$ cat src/rtl/uart_pkg.sv
// rtl/uart_pkg.sv - shared state type, frame constants and divisor helper for the UART transmitter
package uart_pkg;

  typedef enum logic [1:0] {
    IDLE  = 2'd0,
    START = 2'd1,
    DATA  = 2'd2,
    STOP  = 2'd3
  } uart_state_e;

  localparam int   UART_DATA_BITS  = 8;
  localparam logic UART_IDLE_LEVEL = 1'b1;

  // Clocks per serial bit, rounded to the nearest integer
  function automatic int uart_div(input int clock_freq, input int baud_rate);
    return (clock_freq + baud_rate / 2) / baud_rate;
  endfunction

endpackage

$ cat src/rtl/sync_fifo.sv
// rtl/sync_fifo.sv - single-clock FIFO with registered full/empty/level and same-cycle push+pop
module sync_fifo #(
  parameter int WIDTH = 8,
  parameter int DEPTH = 16
) (
  input  logic                     clk_i,
  input  logic                     rst_ni,
  input  logic                     push_i,
  input  logic [WIDTH-1:0]         data_i,
  input  logic                     pop_i,
  output logic [WIDTH-1:0]         data_o,
  output logic                     full_o,
  output logic                     empty_o,
  output logic [$clog2(DEPTH):0]   level_o
);

  localparam int AW = $clog2(DEPTH);
  localparam int LW = AW + 1;

  if (DEPTH < 2 || DEPTH > 256 || (DEPTH & (DEPTH - 1)) != 0) begin : g_bad_depth
    $error("sync_fifo: DEPTH %0d must be a power of two in 2..256", DEPTH);
  end

  logic [WIDTH-1:0] mem_q [DEPTH];
  logic [AW-1:0]    wr_ptr_q, wr_ptr_d;
  logic [AW-1:0]    rd_ptr_q, rd_ptr_d;
  logic [LW-1:0]    level_q, level_d;
  logic             full_q, full_d;
  logic             empty_q, empty_d;
  logic             do_push, do_pop;

  // A push into a full FIFO still lands when the head leaves in the same cycle
  always_comb begin
    do_pop   = pop_i & ~empty_q;
    do_push  = push_i & (~full_q | do_pop);
    wr_ptr_d = wr_ptr_q;
    rd_ptr_d = rd_ptr_q;
    level_d  = level_q;
    if (do_push) wr_ptr_d = wr_ptr_q + AW'(1);
    if (do_pop)  rd_ptr_d = rd_ptr_q + AW'(1);
    case ({do_push, do_pop})
      2'b10:   level_d = level_q + LW'(1);
      2'b01:   level_d = level_q - LW'(1);
      default: level_d = level_q;
    endcase
    full_d  = (level_d == LW'(DEPTH));
    empty_d = (level_d == '0);
  end

  // Pointer and occupancy registers; flags are precomputed so they leave as flops
  always_ff @(posedge clk_i) begin
    if (!rst_ni) begin
      wr_ptr_q <= '0;
      rd_ptr_q <= '0;
      level_q  <= '0;
      full_q   <= 1'b0;
      empty_q  <= 1'b1;
    end else begin
      wr_ptr_q <= wr_ptr_d;
      rd_ptr_q <= rd_ptr_d;
      level_q  <= level_d;
      full_q   <= full_d;
      empty_q  <= empty_d;
    end
  end

  // Storage array; contents need no reset because the pointers gate every read
  always_ff @(posedge clk_i) begin
    if (do_push) mem_q[wr_ptr_q] <= data_i;
  end

  assign data_o  = mem_q[rd_ptr_q];
  assign full_o  = full_q;
  assign empty_o = empty_q;
  assign level_o = level_q;

endmodule

$ cat src/rtl/uart_tx_fifo.sv
// rtl/uart_tx_fifo.sv - buffered 8N1 UART transmitter: byte FIFO feeding a baud-timed serialiser
module uart_tx_fifo
  import uart_pkg::*;
#(
  parameter int CLOCK_FREQ = 25125000,
  parameter int BAUD_RATE  = 115200,
  parameter int FIFO_DEPTH = 16
) (
  input  logic                          clk,
  input  logic                          RSTb,
  input  logic                          wr_en,
  input  logic [7:0]                    wr_data,
  output logic                          full,
  output logic                          empty,
  output logic [$clog2(FIFO_DEPTH):0]   level,
  output logic                          busy,
  output logic                          overflow,
  output logic                          tx
);

  localparam int DIV = uart_div(CLOCK_FREQ, BAUD_RATE);
  localparam int CW  = (DIV > 1) ? $clog2(DIV) : 1;
  localparam logic [CW-1:0] BAUD_RELOAD = CW'(DIV - 1);
  localparam logic [2:0]    LAST_BIT    = 3'(UART_DATA_BITS - 1);

  if (DIV < 2) begin : g_bad_div
    $error("uart_tx_fifo: baud divisor %0d is below 2", DIV);
  end

  uart_state_e   state_q, state_d;
  logic [CW-1:0] baud_cnt_q, baud_cnt_d;
  logic [2:0]    bit_idx_q, bit_idx_d;
  logic [7:0]    shift_q, shift_d;
  logic          tx_q, tx_d;
  logic          overflow_q, overflow_d;
  logic          pop;
  logic [7:0]    fifo_head;
  logic          fifo_full, fifo_empty;

  sync_fifo #(
    .WIDTH (UART_DATA_BITS),
    .DEPTH (FIFO_DEPTH)
  ) u_fifo (
    .clk_i   (clk),
    .rst_ni  (RSTb),
    .push_i  (wr_en),
    .data_i  (wr_data),
    .pop_i   (pop),
    .data_o  (fifo_head),
    .full_o  (fifo_full),
    .empty_o (fifo_empty),
    .level_o (level)
  );

  // Frame sequencing: every bit boundary reloads the baud counter, and tx_d is the
  // line level for the coming cycle so the pin comes straight off a flop
  always_comb begin
    state_d    = state_q;
    baud_cnt_d = baud_cnt_q;
    bit_idx_d  = bit_idx_q;
    shift_d    = shift_q;
    tx_d       = tx_q;
    pop        = 1'b0;
    case (state_q)
      IDLE: begin
        tx_d = UART_IDLE_LEVEL;
        if (!fifo_empty) begin
          pop        = 1'b1;
          shift_d    = fifo_head;
          baud_cnt_d = BAUD_RELOAD;
          state_d    = START;
          tx_d       = 1'b0;
        end
      end
      START: begin
        if (baud_cnt_q != '0) begin
          baud_cnt_d = baud_cnt_q - CW'(1);
        end else begin
          baud_cnt_d = BAUD_RELOAD;
          bit_idx_d  = '0;
          state_d    = DATA;
          tx_d       = shift_q[0];
        end
      end
      DATA: begin
        if (baud_cnt_q != '0) begin
          baud_cnt_d = baud_cnt_q - CW'(1);
        end else begin
          baud_cnt_d = BAUD_RELOAD;
          if (bit_idx_q == LAST_BIT) begin
            state_d = STOP;
            tx_d    = UART_IDLE_LEVEL;
          end else begin
            shift_d   = shift_q >> 1;
            bit_idx_d = bit_idx_q + 3'd1;
            tx_d      = shift_q[1];
          end
        end
      end
      STOP: begin
        if (baud_cnt_q != '0) begin
          baud_cnt_d = baud_cnt_q - CW'(1);
        end else if (!fifo_empty) begin
          // Chain straight into the next start bit with no idle gap
          pop        = 1'b1;
          shift_d    = fifo_head;
          baud_cnt_d = BAUD_RELOAD;
          state_d    = START;
          tx_d       = 1'b0;
        end else begin
          state_d = IDLE;
          tx_d    = UART_IDLE_LEVEL;
        end
      end
      default: begin
        state_d = IDLE;
        tx_d    = UART_IDLE_LEVEL;
      end
    endcase
    overflow_d = wr_en & fifo_full & ~pop;
  end

  // Serialiser state; reset abandons any frame in flight and parks the line high
  always_ff @(posedge clk) begin
    if (!RSTb) begin
      state_q    <= IDLE;
      baud_cnt_q <= '0;
      bit_idx_q  <= '0;
      shift_q    <= '0;
      tx_q       <= UART_IDLE_LEVEL;
      overflow_q <= 1'b0;
    end else begin
      state_q    <= state_d;
      baud_cnt_q <= baud_cnt_d;
      bit_idx_q  <= bit_idx_d;
      shift_q    <= shift_d;
      tx_q       <= tx_d;
      overflow_q <= overflow_d;
    end
  end

  assign full     = fifo_full;
  assign empty    = fifo_empty;
  assign busy     = (state_q != IDLE);
  assign overflow = overflow_q;
  assign tx       = tx_q;

endmodule

$ cat config.mk
export PLATFORM = sky130hd
export DESIGN_NAME = uart_tx_fifo
export DESIGN_NICKNAME = d
export VERILOG_FILES = /design/src/rtl/uart_pkg.sv /design/src/rtl/sync_fifo.sv /design/src/rtl/uart_tx_fifo.sv
export SDC_FILE = /design/constraint.sdc
export NUM_CORES = 1
export LEC_CHECK = 0
export BUFFER_PORTS_ARGS = -buffer_cell sky130_fd_sc_hd__buf_4
export CORE_UTILIZATION = 30
export CTS_BUF_LIST = sky130_fd_sc_hd__clkbuf_16
export CTS_CLUSTER_SIZE = 24
export DETAILED_ROUTE_END_ITERATION = 10
export GPL_ROUTABILITY_DRIVEN = 0
export PLACE_DENSITY = 0.49
export SLEW_MARGIN = 25
export SYNTH_ARGS = -nofsm -noshare
export SYNTH_HDL_FRONTEND = slang
export SYNTH_SLANG_ARGS = --single-unit
$ cat constraint.sdc
create_clock -name clk -period 3.96 [get_ports clk]
set_input_delay 0.198 -clock clk [delete_from_list [all_inputs] [get_ports clk]]
set_output_delay 0.198 -clock clk [all_outputs]
set_load 0.01 [all_outputs]
==> results.cfg <==
[status]
status = completed

[detailed_routing]
ant_nets = 0
routed_wl_microns = 15900
vias = 4276
first_pass_iters = 4
routed_via_density = 4.92
drt_iter0_drc = 322
remaining_drc_errors = 0
avgRoutedWirePerCell_microns = 18.3

[die]
ioPinCount = 21
dieWidth_microns = 158
start_util_pct = 30.9
dieArea_sq_um = 25100
placeableCoreArea_sq_um = 23800
row_count = 56
die_y_microns = 158

[setup_path]
worstPathRequired_ns = 4.33
cp_max_fo = 12
start_kind = flip-flop
critPathCaptureType = flip-flop
critPathArrivalTime_ns = 3.88
critPathKind = flip-flop to flip-flop

[cts]
clk_path_buf_depth = 2
path_clk_slew_ns = 0.07
cts_inserted_buffers = 17
cts.sink_count = 170
cts_root_buf = clkbuf_16
cts_tree = yes
clk_latency_ns = 0.43
postCtsHoldBufs = 0
postCtsSetupRepairBufs = 0
cts_resized = 0
cts_max_level = 4

[final_layout]
n_antenna_cell = 0
nets = 566
drive_gt1_share_pct = 21.8
layout-area-overhead-vs-synth_pct = 15.9
postLayoutCoreUtil_pct = 35.8
stdcell_count = 869

[sta]
max_freq_mhz = 285
slew_headroom_pct = 42.1
period_needed_ns = 3.51
rsz0062_at_grt = no
fin_tns_setup_ns = 0
hold_viol_final = 0
worstMarginPinSlew_ns = 0.868
finalCritPeriodShare_pct = 88.6
clock_skew_ns = 0.0124
setup_violations = 0
drv_slew = 0

[yosys]
synth_nets = 531
synth_area_leader_cell = edfxtp_1
ys_ff_latch = 170
synth_edf_count = 128
synth_xor_area_share_pct = 1.07
synthArstFlopShare_pct = 0
synth.mux.area_fraction_pct = 11.1
synth_compound_area_share_pct = 8.95
synth_top_area_share_pct = 52.4
syn-cell-area_sq_um = 7340
ys_types = 64
ys.flop_type = edfxtp_1
yosysWarnings = 0
synthAdderAreaFrac_pct = 2.90
syn_inst = 503
yosys.area_share.simple_pct = 10.0
synth_area_leaders = edfxtp_1 (52%), dfxtp_1 (11%), mux4_2 (8.0%)
synth_seq_area_share_pct = 63.8
syn_avg_cell_area_sq_um = 14.6
synth_top_family_by_area = multiplexers

[global_routing]
grt_pass1_vias = 4334
grt-ovfl-total = 0
use_met3_pct = 2.99
track_usage_pct = 13.7
met1_usage_pct = 18.1
antenna_found_initial = 0
met2_usage_pct = 22.5
grt_max_degree = 40
grt_busiest_layer = met2
grt_pass1_wl_microns = 25000

[power_and_ir_drop]
power_frac_clock_pct = 29.9
power.switching_mw = 1.76
power_frac_seq_pct = 40.7
p_sw_share_pct = 32.9
p_per_area_nw_per_um2 = 627
ir_drop_uv = 236
combinationalPowerShare_pct = 29.4
finalPower_mw = 5.34
total_leakage_power_nw = 2.86
intPower_mw = 3.58

[placement]
dp_hpwl_microns = 10300
dp.cells = 838
numPortBuffers = 20

[run]
cap_viol_max_count = 0

[worst_hold_path]
hold_class = input pin to flip-flop
## per-layer routing
metal	share of wire, %	up-vias	wire length [microns]
li1	-	2018	-
met1	47	2173	7420
met2	49	68	7760
met3	3.3	17	528
met4	1.3	0	199
met5	0	-	0
## cell families (layout without fill, tap and decap cells)
kind of cell	after synthesis	in the layout
AO/OA/AOI/OAI	89	89
XOR/XNOR	9	9
adder cells (fa/ha/maj)	17	17
buffers and inverters	40	87
flip-flops	170	170
multiplexers	48	48
AND/OR/NAND/NOR	130	130
## per-stage QoR
| step | setup WS, ns | area [sq um] | hold slack (ns) |
|---|---|---|---|
| detailed placement | 0.261 | 7940 | 0.443 |
| finish | 0.450 | 8510 | 0.0385 |
| floorplan | 0.576 | 7340 | 0.297 |
| CTS | 0.217 | 8500 | 0.0213 |
| global route | 0.0881 | 8510 | 0.0601 |
| global placement | 0.407 | 7940 | 0.442 |
## synth_stat cells (2+ instances only)
library cell and number:
nor2_1 29, mux4_2 26, buf_2 3, clkbuf_1 16
and2_1 9, o221a_2 2, o22a_1 5, nand3_1 17
and3_1 3, o31ai_1 3, or3_1 2, o21ai_0 11
edfxtp_1 128, a32oi_1 2, o2bb2ai_1 7, xnor2_1 4
inv_1 15, o2111a_1 2, a211oi_1 3, a22o_1 2
a221o_1 5, buf_1 3, mux2i_1 16, a31oi_1 2
buf_4 2, nor4_1 3, xor2_1 5, nor2b_1 10
nand3b_1 3, o22ai_1 3, nand2_1 17, nor3_1 9
a21oi_1 24, nand2b_1 14, mux2_2 6, ha_1 17
dfxtp_1 42, o211ai_1 5, or3b_2 3
## worst max-delay path, cell delays in order, from the launching register on
cell and delay (ns):
dfxtp_1 0.37, inv_1 0.08, ha_1 0.24, nor3b_2 0.19, a31oi_1 0.47, a21oi_2 0.18, inv_1 0.11, ha_1 0.37
xor2_1 0.12, ha_1 0.22, o21ai_0 0.17, a21oi_1 0.07, nor4_1 0.36, mux2i_1 0.30, and4b_1 0.21
## state kept, by name, summed over array words and instances, names as in the netlist, named ones only
register         cells
u_fifo.full_o        1
u_fifo.mem_q       128
baud_cnt_q           8
bit_idx_q            3
u_fifo.wr_ptr_q      4
u_fifo.level_o       5
shift_q              8
overflow             1
u_fifo.empty_o       1
tx                   1
state_q              2
u_fifo.rd_ptr_q      4
## power groups by stage
stage	combinational, mW	sequential (mW)	clock, mW
after floorplan	1.15	2.18	0
after global placement	1.55	2.20	0
after detailed placement	1.57	2.21	0
after CTS	1.58	2.17	1.63
after global routing	1.74	2.19	1.71
final	1.57	2.18	1.59
## final timing paths
| path | cells after the start | slack (ns) | to | startpoint |
|---|---|---|---|---|
| worst max-delay path | 14 | 0.45 | u_fifo.full_o | baud_cnt_q[0] |
| worst min register to register | 1 | 0.46 | shift_q[6] | shift_q[6] |
| worst max register to register | 14 | 0.45 | u_fifo.full_o | baud_cnt_q[0] |
| worst min-delay path | 3 | 0.04 | overflow | wr_en |
## area by class of cell
type | instances | area (sq um)
Clock inverter | 14 | 135
Multi-Input combinational cell | 293 | 2500
Tap cell | 319 | 399
Clock buffer | 17 | 425
Sequential cell | 170 | 4690
Inverter | 16 | 60.1
Timing Repair Buffer | 40 | 300
Fill cell | 2246 | 15200
## cells in the final DEF (no fill, tap or decap), types with 17 or more instances in the layout
cell type  synthesis  layout
a21oi_1           24      23
buf_4              2      40
clkbuf_16          0      17
dfxtp_1           42      41
edfxtp_1         128     128
ha_1              17      17
mux4_2            26      26
nand2_1           17      17
nand3_1           17      17
nor2_1            29      29
No activity file was read; power rests on OpenSTA's default activity.
